File: config.mk
export PLATFORM = sky130hd
export DESIGN_NAME = bcd12_to_bin8_flat
export DESIGN_NICKNAME = d
export VERILOG_FILES = /design/src/rtl/bcd12_to_bin8_if.sv /design/src/rtl/bcd12_to_bin8.sv /design/src/flat_wrapper.sv
export SDC_FILE = /design/constraint.sdc
export NUM_CORES = 1
export LEC_CHECK = 0
export BUFFER_PORTS_ARGS = -buffer_cell sky130_fd_sc_hd__buf_2
export CAP_MARGIN = 10
export CORE_AREA = 2 2 67 69
export DETAILED_ROUTE_END_ITERATION = 8
export DIE_AREA = 0 0 69 71
export GPL_TIMING_DRIVEN = 1
export PLACE_DENSITY = 0.75
export SLEW_MARGIN = 15
export SYNTH_ARGS = -nofsm -noshare
export SYNTH_HDL_FRONTEND = slang
export SYNTH_SLANG_ARGS = --single-unit
File: constraint.sdc
create_clock -name clk -period 7.8 [get_ports clk]
set_input_delay 1.56 -clock clk [delete_from_list [all_inputs] [get_ports clk]]
set_output_delay 1.56 -clock clk [all_outputs]
set_load 0.005 [all_outputs]
File: src/rtl/bcd12_to_bin8_if.sv
// Start/busy/done handshake bundle for the BCD-to-binary converter.
// The master side issues start/bcdin; the slave side returns the result and status.
interface bcd12_to_bin8_if #(
  parameter int DIGITS = 3,
  parameter int OUT_W  = 8
);
  logic                  start;
  logic [4*DIGITS-1:0]   bcdin;
  logic [OUT_W-1:0]      numberout;
  logic                  busy;
  logic                  done;
  logic                  err;

  modport master (
    output start, bcdin,
    input  numberout, busy, done, err
  );

  modport slave (
    input  start, bcdin,
    output numberout, busy, done, err
  );
endinterface

File: src/rtl/bcd12_to_bin8.sv
// Sequential packed-BCD to binary converter: one multiply-by-10-and-add per digit, MSD first.
// Optional macro BCD12_DIGIT_CHECK_EN flags any digit above 9 as an invalid result.
module bcd12_to_bin8 #(
  parameter int DIGITS = 3,
  parameter int OUT_W  = 8
) (
  input logic            clk,
  input logic            reset,
  bcd12_to_bin8_if.slave bus
);
  localparam int ACC_W = OUT_W + 4;
  localparam int IDX_W = (DIGITS > 1) ? $clog2(DIGITS) : 1;
  localparam logic [ACC_W-1:0] ACC_MAX = {{4{1'b0}}, {OUT_W{1'b1}}};
  localparam logic [ACC_W-1:0] TEN     = ACC_W'(10);

  typedef enum logic {IDLE, CONV} state_t;

  state_t               state;
  logic [4*DIGITS-1:0]  shadow;
  logic [ACC_W-1:0]     acc;
  logic [IDX_W-1:0]     idx;
  logic                 ovf;
  logic                 bad;

  logic [3:0]           digit;
  logic                 digit_bad;
  logic [ACC_W-1:0]     sum;
  logic [ACC_W-1:0]     acc_nxt;
  logic                 ovf_nxt;
  logic                 bad_nxt;

  function automatic logic [ACC_W-1:0] mac10(input logic [ACC_W-1:0] a,
                                             input logic [3:0] d);
    return (a * TEN) + {{(ACC_W-4){1'b0}}, d};
  endfunction

  // The accumulator is clamped on every step so that the next *10 can never wrap.
  function automatic logic [ACC_W-1:0] sat_acc(input logic [ACC_W-1:0] a);
    return (a > ACC_MAX) ? ACC_MAX : a;
  endfunction

  always_comb begin
    digit     = shadow[int'(idx)*4 +: 4];
    digit_bad = 1'b0;
`ifdef BCD12_DIGIT_CHECK_EN
    digit_bad = (digit > 4'd9);
`endif
    sum     = mac10(acc, digit);
    acc_nxt = sat_acc(sum);
    ovf_nxt = ovf | (sum > ACC_MAX);
    bad_nxt = bad | digit_bad;
  end

  always_ff @(posedge clk) begin
    if (reset) begin
      state         <= IDLE;
      shadow        <= '0;
      acc           <= '0;
      idx           <= '0;
      ovf           <= 1'b0;
      bad           <= 1'b0;
      bus.numberout <= '0;
      bus.busy      <= 1'b0;
      bus.done      <= 1'b0;
      bus.err       <= 1'b0;
    end else begin
      bus.done <= 1'b0;
      case (state)
        IDLE: begin
          if (bus.start) begin
            shadow   <= bus.bcdin;
            acc      <= '0;
            idx      <= IDX_W'(DIGITS - 1);
            ovf      <= 1'b0;
            bad      <= 1'b0;
            bus.busy <= 1'b1;
            state    <= CONV;
          end
        end
        CONV: begin
          acc <= acc_nxt;
          ovf <= ovf_nxt;
          bad <= bad_nxt;
          if (idx == '0) begin
            bus.numberout <= (ovf_nxt | bad_nxt) ? {OUT_W{1'b1}} : acc_nxt[OUT_W-1:0];
            bus.err       <= ovf_nxt | bad_nxt;
            bus.done      <= 1'b1;
            bus.busy      <= 1'b0;
            state         <= IDLE;
          end else begin
            idx <= idx - IDX_W'(1);
          end
        end
        default: state <= IDLE;
      endcase
    end
  end
endmodule
File: src/flat_wrapper.sv
// flat-port wrapper written by rule: the top's interface ports become plain ports
module bcd12_to_bin8_flat 
#(
  parameter int DIGITS = 3,
  parameter int OUT_W  = 8
)
  (clk, reset, bus_start, bus_bcdin, bus_numberout, bus_busy, bus_done, bus_err);
  bcd12_to_bin8_if #(.DIGITS(DIGITS), .OUT_W(OUT_W)) bus_i ();
  input logic clk;
  input logic reset;
  input wire logic [$bits(bus_i.start)-1:0] bus_start;
  input wire logic [$bits(bus_i.bcdin)-1:0] bus_bcdin;
  output wire logic [$bits(bus_i.numberout)-1:0] bus_numberout;
  output wire logic [$bits(bus_i.busy)-1:0] bus_busy;
  output wire logic [$bits(bus_i.done)-1:0] bus_done;
  output wire logic [$bits(bus_i.err)-1:0] bus_err;
  assign bus_i.start = bus_start;
  assign bus_i.bcdin = bus_bcdin;
  assign bus_numberout = bus_i.numberout;
  assign bus_busy = bus_i.busy;
  assign bus_done = bus_i.done;
  assign bus_err = bus_i.err;
  bcd12_to_bin8 #(.DIGITS(DIGITS), .OUT_W(OUT_W)) u_core (.clk(clk), .reset(reset), .bus(bus_i));
endmodule
==> flow_summary_export.csv, run 1 <==
group,metric,value,unit
status,status,"complete, no violations",
clock_tree,htreeDepth,2,
synth,synth_area_leaders,"dfxtp_1 (38%), ha_1 (12%), a21oi_1 (6.3%)",
timing,fin_tns_setup,0,ns
setup_path,r2r-end,"u_core.acc[0]$_SDFFE_PP0P_",
clock_tree,cts_tree,"done",
synth,ys_ff_latch,38,
synth,synth_edf_count,0,
synth,synthTopCellsByCount,"dfxtp_1 (38), nand2_1 (31), a21oi_1 (25), nor2_1 (22), ha_1 (19)",
route,drt-pass1-iter-count,4,
floorplanning,coreArea,4200,µm²
clock_tree,clk_pin_slew,0.08,ns
clock_tree,cts.hold.buffers_added,0,
setup_path,slowest_stage,"or4_4",
cells_and_area,fill_cells,401,
floorplanning,die_y,71,µm
global_route,grt_max_degree,38,
power,ir_worst_vdd,0.156,mV
synth,ys.flop_type,"dfxtp_1",
route,num_vias,1607,
floorplanning,ios,26,
global_route,overflow,0,
global_route,grt_util_all_layers,0.170,
setup_path,path_buf_inv,0,
global_route,antenna_found_initial,0,
global_route,grt_first_pass_wirelength,6.75,mm
synth,async_flop_share,0,
synth,synth.most_common_cell,"dfxtp_1",
clock_tree,cts_sinks,38,
cells_and_area,instances_no_fill,297,
timing,skew,0.00749,ns
route,drtIter0Drc,72,
setup_path,crit_top_cell,"ha_1",
timing,slew_headroom,0.437,
synth,yosysSeqAreaShare,0.381,
power,leakage,0.000982,µW
setup_path,r2r_cells,10,
place,dp_cells,289,
synth,netlist_area,2000,µm²
synth,synthDistinctLibCells,36,
cells_and_area,diodes,0,
synth,synth_largest_area_cell,"dfxtp_1",
setup_path,slowest_delay,0.51,ns
timing,hold_viol_final,0,
route,post_drt_wl_per_cell,12.7,µm
setup_path,crit_chain,"ha_1 -> ha_1 -> fa_1 -> a211oi_1 -> nor2_1 -> xor2_1 -> nand3_1 -> or4_4 -> o21ai_4 -> a311oi_1",
setup_path,crit_path_end_kind,"register",
place,dpl.hpwl,2.85,mm
setup_path,required,7.94,ns
hold_path,hp-start,"u_core.shadow[5]$_SDFFE_PP0P_",
place,place_congestion,0.865,
clock_tree,cts_made_buffers,5,
synth,synth_top_area_share,0.381,
clock_tree,cts_resized,0,
job,maxCapViolCount,0,
cells_and_area,seq_area,761,µm²
route,drc,0,
power,p_per_area,217,nW/µm²
timing,finalMaxSlewViolations,0,
setup_path,regToRegSetupSlack,4.54,ns
route,drt-vias-per-instance,5.41,
hold_path,hold_path_class,"register to register",
global_route,grt_pass1_vias,1524,
clock_tree,clock_latency,0.29,ns
hold_path,whs_endpoint,"u_core.shadow[5]$_SDFFE_PP0P_",
floorplanning,dieWidth,69,µm
timing,final.period_utilization,0.418,
cells_and_area,fin_nets,280,
cells_and_area,multi_input_area,1170,µm²
floorplanning,core.rowCount,24,
setup_path,crit_type,"register to register",
timing,fin_crit,3.26,ns
setup_path,cp.arrival,3.40,ns
cells_and_area,drive_gt1_frac,0.159,
synth,synth.avg_cell_area,8.96,µm²
synth,synth_nets,259,
floorplanning,initial_utilization,0.475,
place,port_buffers,25,
setup_path,cp_max_fo,18,
route,wirelength,3.78,mm
hold_path,hold_path_depth,2,
setup_path,startpoint_type,"register",
timing,rsz0062_at_grt,"no",
clock_tree,post-cts-setup-buffers,0,
timing,fmax,306,MHz
setup_path,cp_top_family,"adder cells",
setup_path,reg2reg_from,"u_core.acc[1]$_SDFFE_PP0P_",
timing,worstMarginPinSlew,0.841,ns
timing,setup_violations,0,
synth,yosysWarnings,0,
floorplanning,die_area,4900,µm²
clock_tree,clock_path_buffers,2,
route,ant_nets,0,
synth,synthCells,223,
clock_tree,cts_root_buf,"clkbuf_8",
cells_and_area,area_growth,12.5,%
==> metrics by stage <==
stage	instance area (µm²)	total power, µW	hold slack (ns)	utilization	setup slack, ns
finish	2250	489	0.456	0.535	4.54
global route	2250	520	0.477	0.535	4.30
CTS	2250	494	0.458	0.535	4.54
detailed placement	2140	331	0.447	0.509	4.55
global placement	2140	328	0.444	0.509	4.61
floorplan	2000	306	0.434	-	4.82
==> layout by cell type, fill, tap and decap left out, types with 3 or more instances in the layout <==
cell / Yosys / routed
a211oi_1: 4 / 4
nor2_1: 22 / 22
nor3_1: 4 / 4
nand2b_1: 3 / 3
ha_1: 19 / 19
nand2_1: 31 / 31
a21oi_1: 25 / 25
clkbuf_8: 0 / 5
dfxtp_1: 38 / 38
buf_2: 0 / 25
xnor2_1: 5 / 5
and2_1: 4 / 4
mux2i_1: 5 / 5
xor2_1: 8 / 8
inv_1: 4 / 4
o21ai_0: 5 / 5
a311oi_1: 14 / 14
==> worst max path at each step <==
stage / startpoint / to / slack [ns] / cells after the start
detailed placement: u_core.acc[1]$_SDFFE_PP0P_ / u_core.acc[5]$_SDFFE_PP0P_ / 4.55 / 10
finish: u_core.acc[1]$_SDFFE_PP0P_ / u_core.acc[0]$_SDFFE_PP0P_ / 4.54 / 10
CTS: u_core.acc[1]$_SDFFE_PP0P_ / u_core.bus.numberout[6]$_SDFFE_PP0P_ / 4.54 / 10
global placement: u_core.acc[1]$_SDFFE_PP0P_ / u_core.acc[7]$_SDFFE_PP0P_ / 4.61 / 10
floorplan: u_core.acc[1]$_SDFFE_PP0P_ / u_core.bus.numberout[0]$_SDFFE_PP0P_ / 4.82 / 11
global route: u_core.acc[1]$_SDFFE_PP0P_ / u_core.acc[0]$_SDFFE_PP0P_ / 4.30 / 10
==> worst register-to-register path, cell delays in order, from the launching register on <==
cell and delay [ns]:
dfxtp_1 0.41, ha_1 0.26, ha_1 0.23, fa_1 0.40
a211oi_1 0.32, nor2_1 0.10, xor2_1 0.21, nand3_1 0.10
or4_4 0.51, o21ai_4 0.40, a311oi_1 0.17
==> registers in the layout, indices dropped and copies added (netlist names) <==
signal and cells:
u_core.bus.numberout 8, u_core.bus.err 1, u_core.bus.done 1, u_core.shadow 12, u_core.idx 2, u_core.bus.busy 1
u_core.acc 11, u_core.ovf 1, u_core.state 1
==> per-layer routing <==
layer | up-vias | wire [µm] | GRT usage
met5 | - | 0 | 0
met4 | 0 | 48 | 0.0588
met3 | 5 | 154 | 0.0470
met2 | 29 | 1820 | 0.285
met1 | 735 | 1750 | 0.210
li1 | 838 | - | -
==> power by group <==
| group | switching, µW | internal [µW] | total, µW |
|---|---|---|---|
| clock | 69.5 | 94.1 | 164 |
| combinational | 60.1 | 41.3 | 101 |
| sequential | 14.1 | 210 | 224 |
| total | 144 | 345 | 489 |
==> cell type report <==
class	instances	area share
clock buffer	5	0.0306
inverter	5	0.00835
multi-input combinational	169	0.520
tap	52	0.0289
clock inverter	3	0.0178
timing repair buffer	25	0.0556
sequential	38	0.338
==> kinds of logic (layout without fill, tap and decap cells) <==
logic type,Yosys count,count (layout),synth area share
and+or+nand+nor,71,71,0.160
AOI/OAI and AO/OA,59,59,0.204
DFF,38,38,0.381
adders and majority gates,21,21,0.139
buffers and inverters,16,38,0.0338
xor gates and xnor gates,13,13,0.0570
muxes,5,5,0.0250
(Power assumes the default switching activity.)
==> inputs of run 2 (changes only) <==
PLACE_DENSITY = 0.78   (was 0.75)
clock period = 2.94 ns   (was 7.8 ns; I/O delays follow)
==> run 2 against run 1 <==
The run now ends with setup timing left. Cell count rose by 4.4%. Global-route usage rose by 2.9 points. Fmax rose by 7.5%. Clock-buffer cell count did not move. Combinational power rose to 3.8 times the previous value. First-iteration DRC count rose by 26%. Critical path type unchanged. Largest cell class unchanged. Largest power group unchanged.
==> flow_summary_export.csv, run 2 (synthesis gave the netlist of run 1 again) <==
group,metric,value,unit
status,status,"complete, but fails checks",
status,violations,"setup timing",
cells_and_area,final_common_cell,"dfxtp_1",
global_route,antenna_found_initial,0,
timing,fmax,329,MHz
clock_tree,clock_latency,0.29,ns
floorplanning,die_area,4900,µm²
setup_path,slowest_stage,"or4_4",
setup_path,crit_chain,"ha_4 -> ha_4 -> fa_2 -> a211oi_2 -> nor2_1 -> xor2_1 -> nand3_1 -> or4_4 -> o21ai_4 -> buf_6 -> a311oi_1",
floorplanning,dieWidth,69,µm
timing,skew,0.00443,ns
setup_path,regToRegSetupSlack,-0.1,ns
route,ant_nets,0,
global_route,grt_first_pass_wirelength,7.76,mm
cells_and_area,final_core_util,0.587,
place,dpl.hpwl,3.04,mm
job,maxCapViolCount,0,
setup_path,cp.arrival,3.18,ns
setup_path,required,3.09,ns
setup_path,crit_path_end_kind,"register",
clock_tree,cts_made_buffers,5,
timing,final.period_utilization,1.03,
hold_path,hold_path_depth,2,
place,place_congestion,0.792,
route,drt-vias-per-instance,5.57,
setup_path,r2r_cells,11,
power,ir_worst_vdd,0.309,mV
clock_tree,cts_sinks,38,
setup_path,cp_max_fo,9,
cells_and_area,fill_cells,366,
clock_tree,clock_path_buffers,2,
hold_path,whs_endpoint,"u_core.shadow[7]$_SDFFE_PP0P_",
timing,fin_ws,-0.0959,ns
timing,fin_crit,3.04,ns
route,num_vias,1726,
cells_and_area,reg.largest.list,"u_core.shadow: 12 flops, u_core.acc: 11 flops, u_core.bus.numberout: 8 flops",
timing,hold_viol_final,0,
setup_path,startpoint_type,"register",
hold_path,hp-start,"u_core.shadow[7]$_SDFFE_PP0P_",
power,swShare,0.324,
timing,finalMaxSlewViolations,0,
route,wirelength,4.62,mm
setup_path,crit_top_cell,"ha_4",
clock_tree,cts_root_buf,"clkbuf_8",
route,drc,0,
clock_tree,htreeDepth,2,
floorplanning,ios,26,
cells_and_area,largest_reg_flops,12,
setup_path,r2r-end,"u_core.bus.numberout[6]$_SDFFE_PP0P_",
global_route,grt_max_degree,38,
cells_and_area,area_growth,23.5,%
power,clockPowerShare,0.258,
timing,setup_violations,18,
cells_and_area,top_register,"u_core.shadow",
clock_tree,cts_tree,"done",
power,p_int,895,µW
power,leakage,0.00105,µW
floorplanning,core.rowCount,24,
floorplanning,initial_utilization,0.475,
global_route,overflow,0,
power,comb_power_share,0.292,
global_route,grt_pass1_vias,1706,
route,drt-pass1-iter-count,4,
timing,slew_headroom,0.466,
route,post_drt_wl_per_cell,14.9,µm
timing,worstMarginPinSlew,0.800,ns
floorplanning,coreArea,4200,µm²
route,drtIter0Drc,91,
setup_path,crit_type,"register to register",
power,switchingPower,430,µW
floorplanning,die_y,71,µm
power,p_seq_frac,0.450,
clock_tree,clk_pin_slew,0.07,ns
timing,holdWs,0.454,ns
cells_and_area,fin_nets,294,
setup_path,slowest_delay,0.53,ns
timing,rsz0062_at_grt,"yes",
cells_and_area,drive_gt1_frac,0.275,
global_route,grt_util_all_layers,0.199,
cells_and_area,final_cell_mix,"dfxtp_1 (35), nand2_1 (31), buf_2 (25)",
cells_and_area,diodes,0,
place,port_buffers,25,
hold_path,hold_path_class,"register to register",
power,p_per_area,537,nW/µm²
setup_path,reg2reg_from,"u_core.acc[3]$_SDFFE_PP0P_",
==> run 2: metrics by stage <==
stage / cells / TNS (ns) / setup WS (ns) / area, µm² / total power (µW)
after floorplan: 223 / 0 / 0.0319 / 2010 / 813
after CTS: 311 / -0.00259 / -0.00259 / 2470 / 1350
final: 310 / -1.35 / -0.0959 / 2470 / 1320
after global placement: 298 / 0 / 0.0292 / 2230 / 906
after global routing: 310 / -2.86 / -0.174 / 2470 / 1390
after detailed placement: 298 / -0.330 / -0.0460 / 2230 / 917
==> run 2: how the worst max path moves through the flow <==
stage | cells after the start | start | end
floorplan | 11 | u_core.acc[1]$_SDFFE_PP0P_ | u_core.bus.numberout[0]$_SDFFE_PP0P_
global placement | 11 | u_core.acc[1]$_SDFFE_PP0P_ | u_core.acc[7]$_SDFFE_PP0P_
detailed placement | 11 | u_core.acc[1]$_SDFFE_PP0P_ | u_core.acc[6]$_SDFFE_PP0P_
CTS | 12 | u_core.acc[1]$_SDFFE_PP0P_ | u_core.bus.numberout[6]$_SDFFE_PP0P_
global route | 11 | u_core.acc[3]$_SDFFE_PP0P_ | u_core.bus.numberout[6]$_SDFFE_PP0P_
finish | 11 | u_core.acc[3]$_SDFFE_PP0P_ | u_core.bus.numberout[6]$_SDFFE_PP0P_
==> run 2: timing repair <==
| action | CTS | global route |
|---|---|---|
| hold buffers | 0 | 0 |
| resized for setup | 15 | 8 |
| buffers inserted | 4 | 1 |
| setup endpoints to repair | 17 | 18 |
| cloned | 2 | 0 |
| pin swaps | 6 | 8 |
==> run 2: power groups by stage <==
stage	Sequential [µW]	Clock, µW	Combinational, µW
after global routing	602	363	424
after floorplan	592	0	221
final	596	341	387
after global placement	602	0	305
after detailed placement	604	0	313
after CTS	594	344	413
==> run 2: area by class of cell <==
type	instances	area, µm²	share of cell area
clock buffer	5	68.8	0.0279
clock inverter	2	10.0	0.00405
tap	52	65.1	0.0264
inverter	5	18.8	0.00760
sequential	38	764	0.310
multi-input combinational	169	1290	0.523
timing repair buffer	39	250	0.101
==> run 2: worst max-delay path: cells and delay by family (launching register included) <==
family | cells | cell delay (ns)
compound gates | 3 | 0.60
xor+xnor | 1 | 0.24
fa+ha+maj | 3 | 0.79
buf+inv | 1 | 0.18
flops | 1 | 0.34
simple gates | 3 | 0.74
==> run 2: per-layer routing <==
layer / global-route usage / up-vias / part of all wire / routed length (µm)
met5: 0 / - / 0 / 0
met4: 0.0741 / 0 / 0.013 / 59
met3: 0.0527 / 9 / 0.045 / 208
met2: 0.356 / 41 / 0.52 / 2380
met1: 0.227 / 815 / 0.43 / 1960
li1: - / 861 / - / -
==> inputs of run 3 (changes only) <==
CELL_PAD_IN_SITES_DETAIL_PLACEMENT = 0   (was default)
CELL_PAD_IN_SITES_GLOBAL_PLACEMENT = 1   (was default)
CORE_AREA = 2 2 75 77   (was 2 2 67 69)
DIE_AREA = 0 0 77 79   (was 0 0 69 71)
PLACE_DENSITY = 0.8   (was 0.78)
SETUP_SLACK_MARGIN = 0.15   (was default)
SLEW_MARGIN = 20   (was 15)
==> run 3 against run 2 <==
The run now ends clean. Largest cell class unchanged. Clock skew is 0.0054 ns higher. Design area is 9.3% higher. Routed wire length is 0.50% lower. Global-route usage is 3.8 points lower. Power is 10% higher.
==> flow_summary_export.csv, run 3 (synthesis gave the netlist of run 1 again) <==
group,metric,value,unit
status,status,"complete, no violations",
setup_path,crit_chain,"ha_4 -> ha_4 -> fa_2 -> nand2_1 -> nor3b_2 -> nand3_1 -> or4_4 -> o21ai_4 -> buf_12 -> buf_12 -> a311oi_2",
route,num_vias,1728,
clock_tree,htreeDepth,2,
cells_and_area,multi_input_area,1350,µm²
place,place_congestion,0.746,
floorplanning,coreArea,5340,µm²
clock_tree,cts_tree,"done",
cells_and_area,instances_no_fill,339,
power,p_seq_frac,0.403,
cells_and_area,area_growth,35.0,%
floorplanning,die_area,6080,µm²
power,comb_power_share,0.345,
timing,slew_headroom,0.609,
global_route,grt_max_degree,25,
clock_tree,clk_pin_slew,0.08,ns
timing,fmax,343,MHz
floorplanning,die_y,79,µm
timing,final.period_utilization,0.993,
setup_path,cp.arrival,3.07,ns
power,p_per_area,541,nW/µm²
clock_tree,cts_sinks,38,
floorplanning,initial_utilization,0.374,
route,drt-vias-per-instance,5.10,
place,port_buffers,25,
place,dpl.hpwl,3.21,mm
global_route,antenna_found_initial,0,
power,ir_worst_vdd,0.360,mV
route,post_drt_wl_per_cell,13.5,µm
setup_path,cp_max_fo,5,
timing,finalMaxSlewViolations,0,
cells_and_area,fill_cells,511,
clock_tree,cts_made_buffers,5,
job,maxCapViolCount,0,
power,switchingPower,453,µW
timing,fin_crit,2.92,ns
cells_and_area,final_core_util,0.505,
cells_and_area,final_common_cell,"dfxtp_1",
clock_tree,clock_latency,0.29,ns
setup_path,crit_path_end_kind,"register",
setup_path,startpoint_type,"register",
cells_and_area,top_register,"u_core.shadow",
timing,fin_ws,0.0219,ns
setup_path,slowest_delay,0.57,ns
setup_path,required,3.09,ns
global_route,grt_use_met3,0.0455,
place,dp_cells,319,
route,wirelength,4.59,mm
route,drtIter0Drc,88,
power,totalPowerFinal,1460,µW
timing,hold_viol_final,0,
timing,setup_violations,0,
global_route,overflow,0,
global_route,grt_first_pass_wirelength,7.80,mm
timing,rsz0062_at_grt,"yes",
setup_path,slowest_stage,"fa_2",
floorplanning,ios,26,
setup_path,regToRegSetupSlack,0.02,ns
power,leakage,0.00113,µW
timing,holdWs,0.458,ns
timing,worstMarginPinSlew,0.584,ns
route,ant_nets,0,
setup_path,crit_type,"register to register",
cells_and_area,fin_nets,302,
cells_and_area,final_cell_mix,"dfxtp_1 (35), nand2_1 (31), buf_2 (25)",
place,dp_slack,0.0349,ns
floorplanning,dieWidth,77,µm
power,clockPowerShare,0.253,
cells_and_area,drive_gt1_frac,0.326,
cells_and_area,reg.largest.list,"u_core.shadow: 12 flops, u_core.acc: 11 flops, u_core.bus.numberout: 8 flops",
clock_tree,cts_root_buf,"clkbuf_8",
global_route,grt-busiest-layer,"met2",
cells_and_area,diodes,0,
route,drt-pass1-iter-count,4,
global_route,grt_use_met1,0.194,
timing,skew,0.00986,ns
floorplanning,core.rowCount,27,
global_route,grt_util_all_layers,0.161,
global_route,grt_pass1_vias,1706,
power,swShare,0.310,
cells_and_area,largest_reg_flops,12,
global_route,gr-usage-met2,0.274,
route,drc,0,
hold_path,hold_path_class,"register to register",
clock_tree,clock_path_buffers,2,
power,p_int,1010,µW
cells_and_area,seq_area,769,µm²
## run 3: path summary, 6_finish.rpt
check / startpoint / end / cells after the start
max reg2reg: u_core.acc[3]$_SDFFE_PP0P_ / u_core.acc[3]$_SDFFE_PP0P_ / 11
min: u_core.shadow[8]$_SDFFE_PP0P_ / u_core.shadow[8]$_SDFFE_PP0P_ / 2
min reg2reg: u_core.shadow[8]$_SDFFE_PP0P_ / u_core.shadow[8]$_SDFFE_PP0P_ / 2
max: u_core.acc[3]$_SDFFE_PP0P_ / u_core.acc[3]$_SDFFE_PP0P_ / 11
## run 3: layer usage
| metal | share of wire | vias up |
|---|---|---|
| li1 | - | 886 |
| met1 | 0.45 | 799 |
| met2 | 0.49 | 32 |
| met3 | 0.035 | 11 |
| met4 | 0.020 | 0 |
| met5 | 0 | - |
## run 3: stage by stage
step / TNS [ns] / area (µm²)
2_1_floorplan: 0 / 2040
3_3_place_gp: 0 / 2290
3_5_place_dp: 0 / 2290
4_1_cts: 0 / 2540
5_1_grt: -1.70 / 2700
6_report: 0 / 2700
## run 3: area by class of cell
cell class | instances | area share
tap | 72 | 0.0334
inverter | 5 | 0.00696
sequential | 38 | 0.285
multi-input combinational | 169 | 0.500
timing repair buffer | 47 | 0.141
clock inverter | 1 | 0.00186
clock buffer | 7 | 0.0320
## run 3: critical path, delay by kind of cell, from the launching register on
kind / cells / cell delay [ns]
buffers and inverters: 2 / 0.26
and+or+nand+nor: 4 / 0.93
DFF: 1 / 0.36
AOI/OAI and AO/OA: 2 / 0.27
adders and majority gates: 3 / 0.97
## run 3: what timing repair did
| item | in CTS | in global routing |
|---|---|---|
| gates cloned | 2 | 1 |
| setup endpoints to repair | 18 | 18 |
| gates resized for setup | 9 | 22 |
| hold buffers | 0 | 0 |
| buffers inserted | 7 | 2 |
| pin swaps | 12 | 5 |
## run 3: power groups by stage
stage / Combinational (µW) / Clock, µW / Sequential [µW]
after floorplan: 227 / 0 / 593
after global placement: 327 / 0 / 599
after detailed placement: 333 / 0 / 600
after CTS: 436 / 376 / 588
after global routing: 550 / 399 / 593
final: 503 / 369 / 588
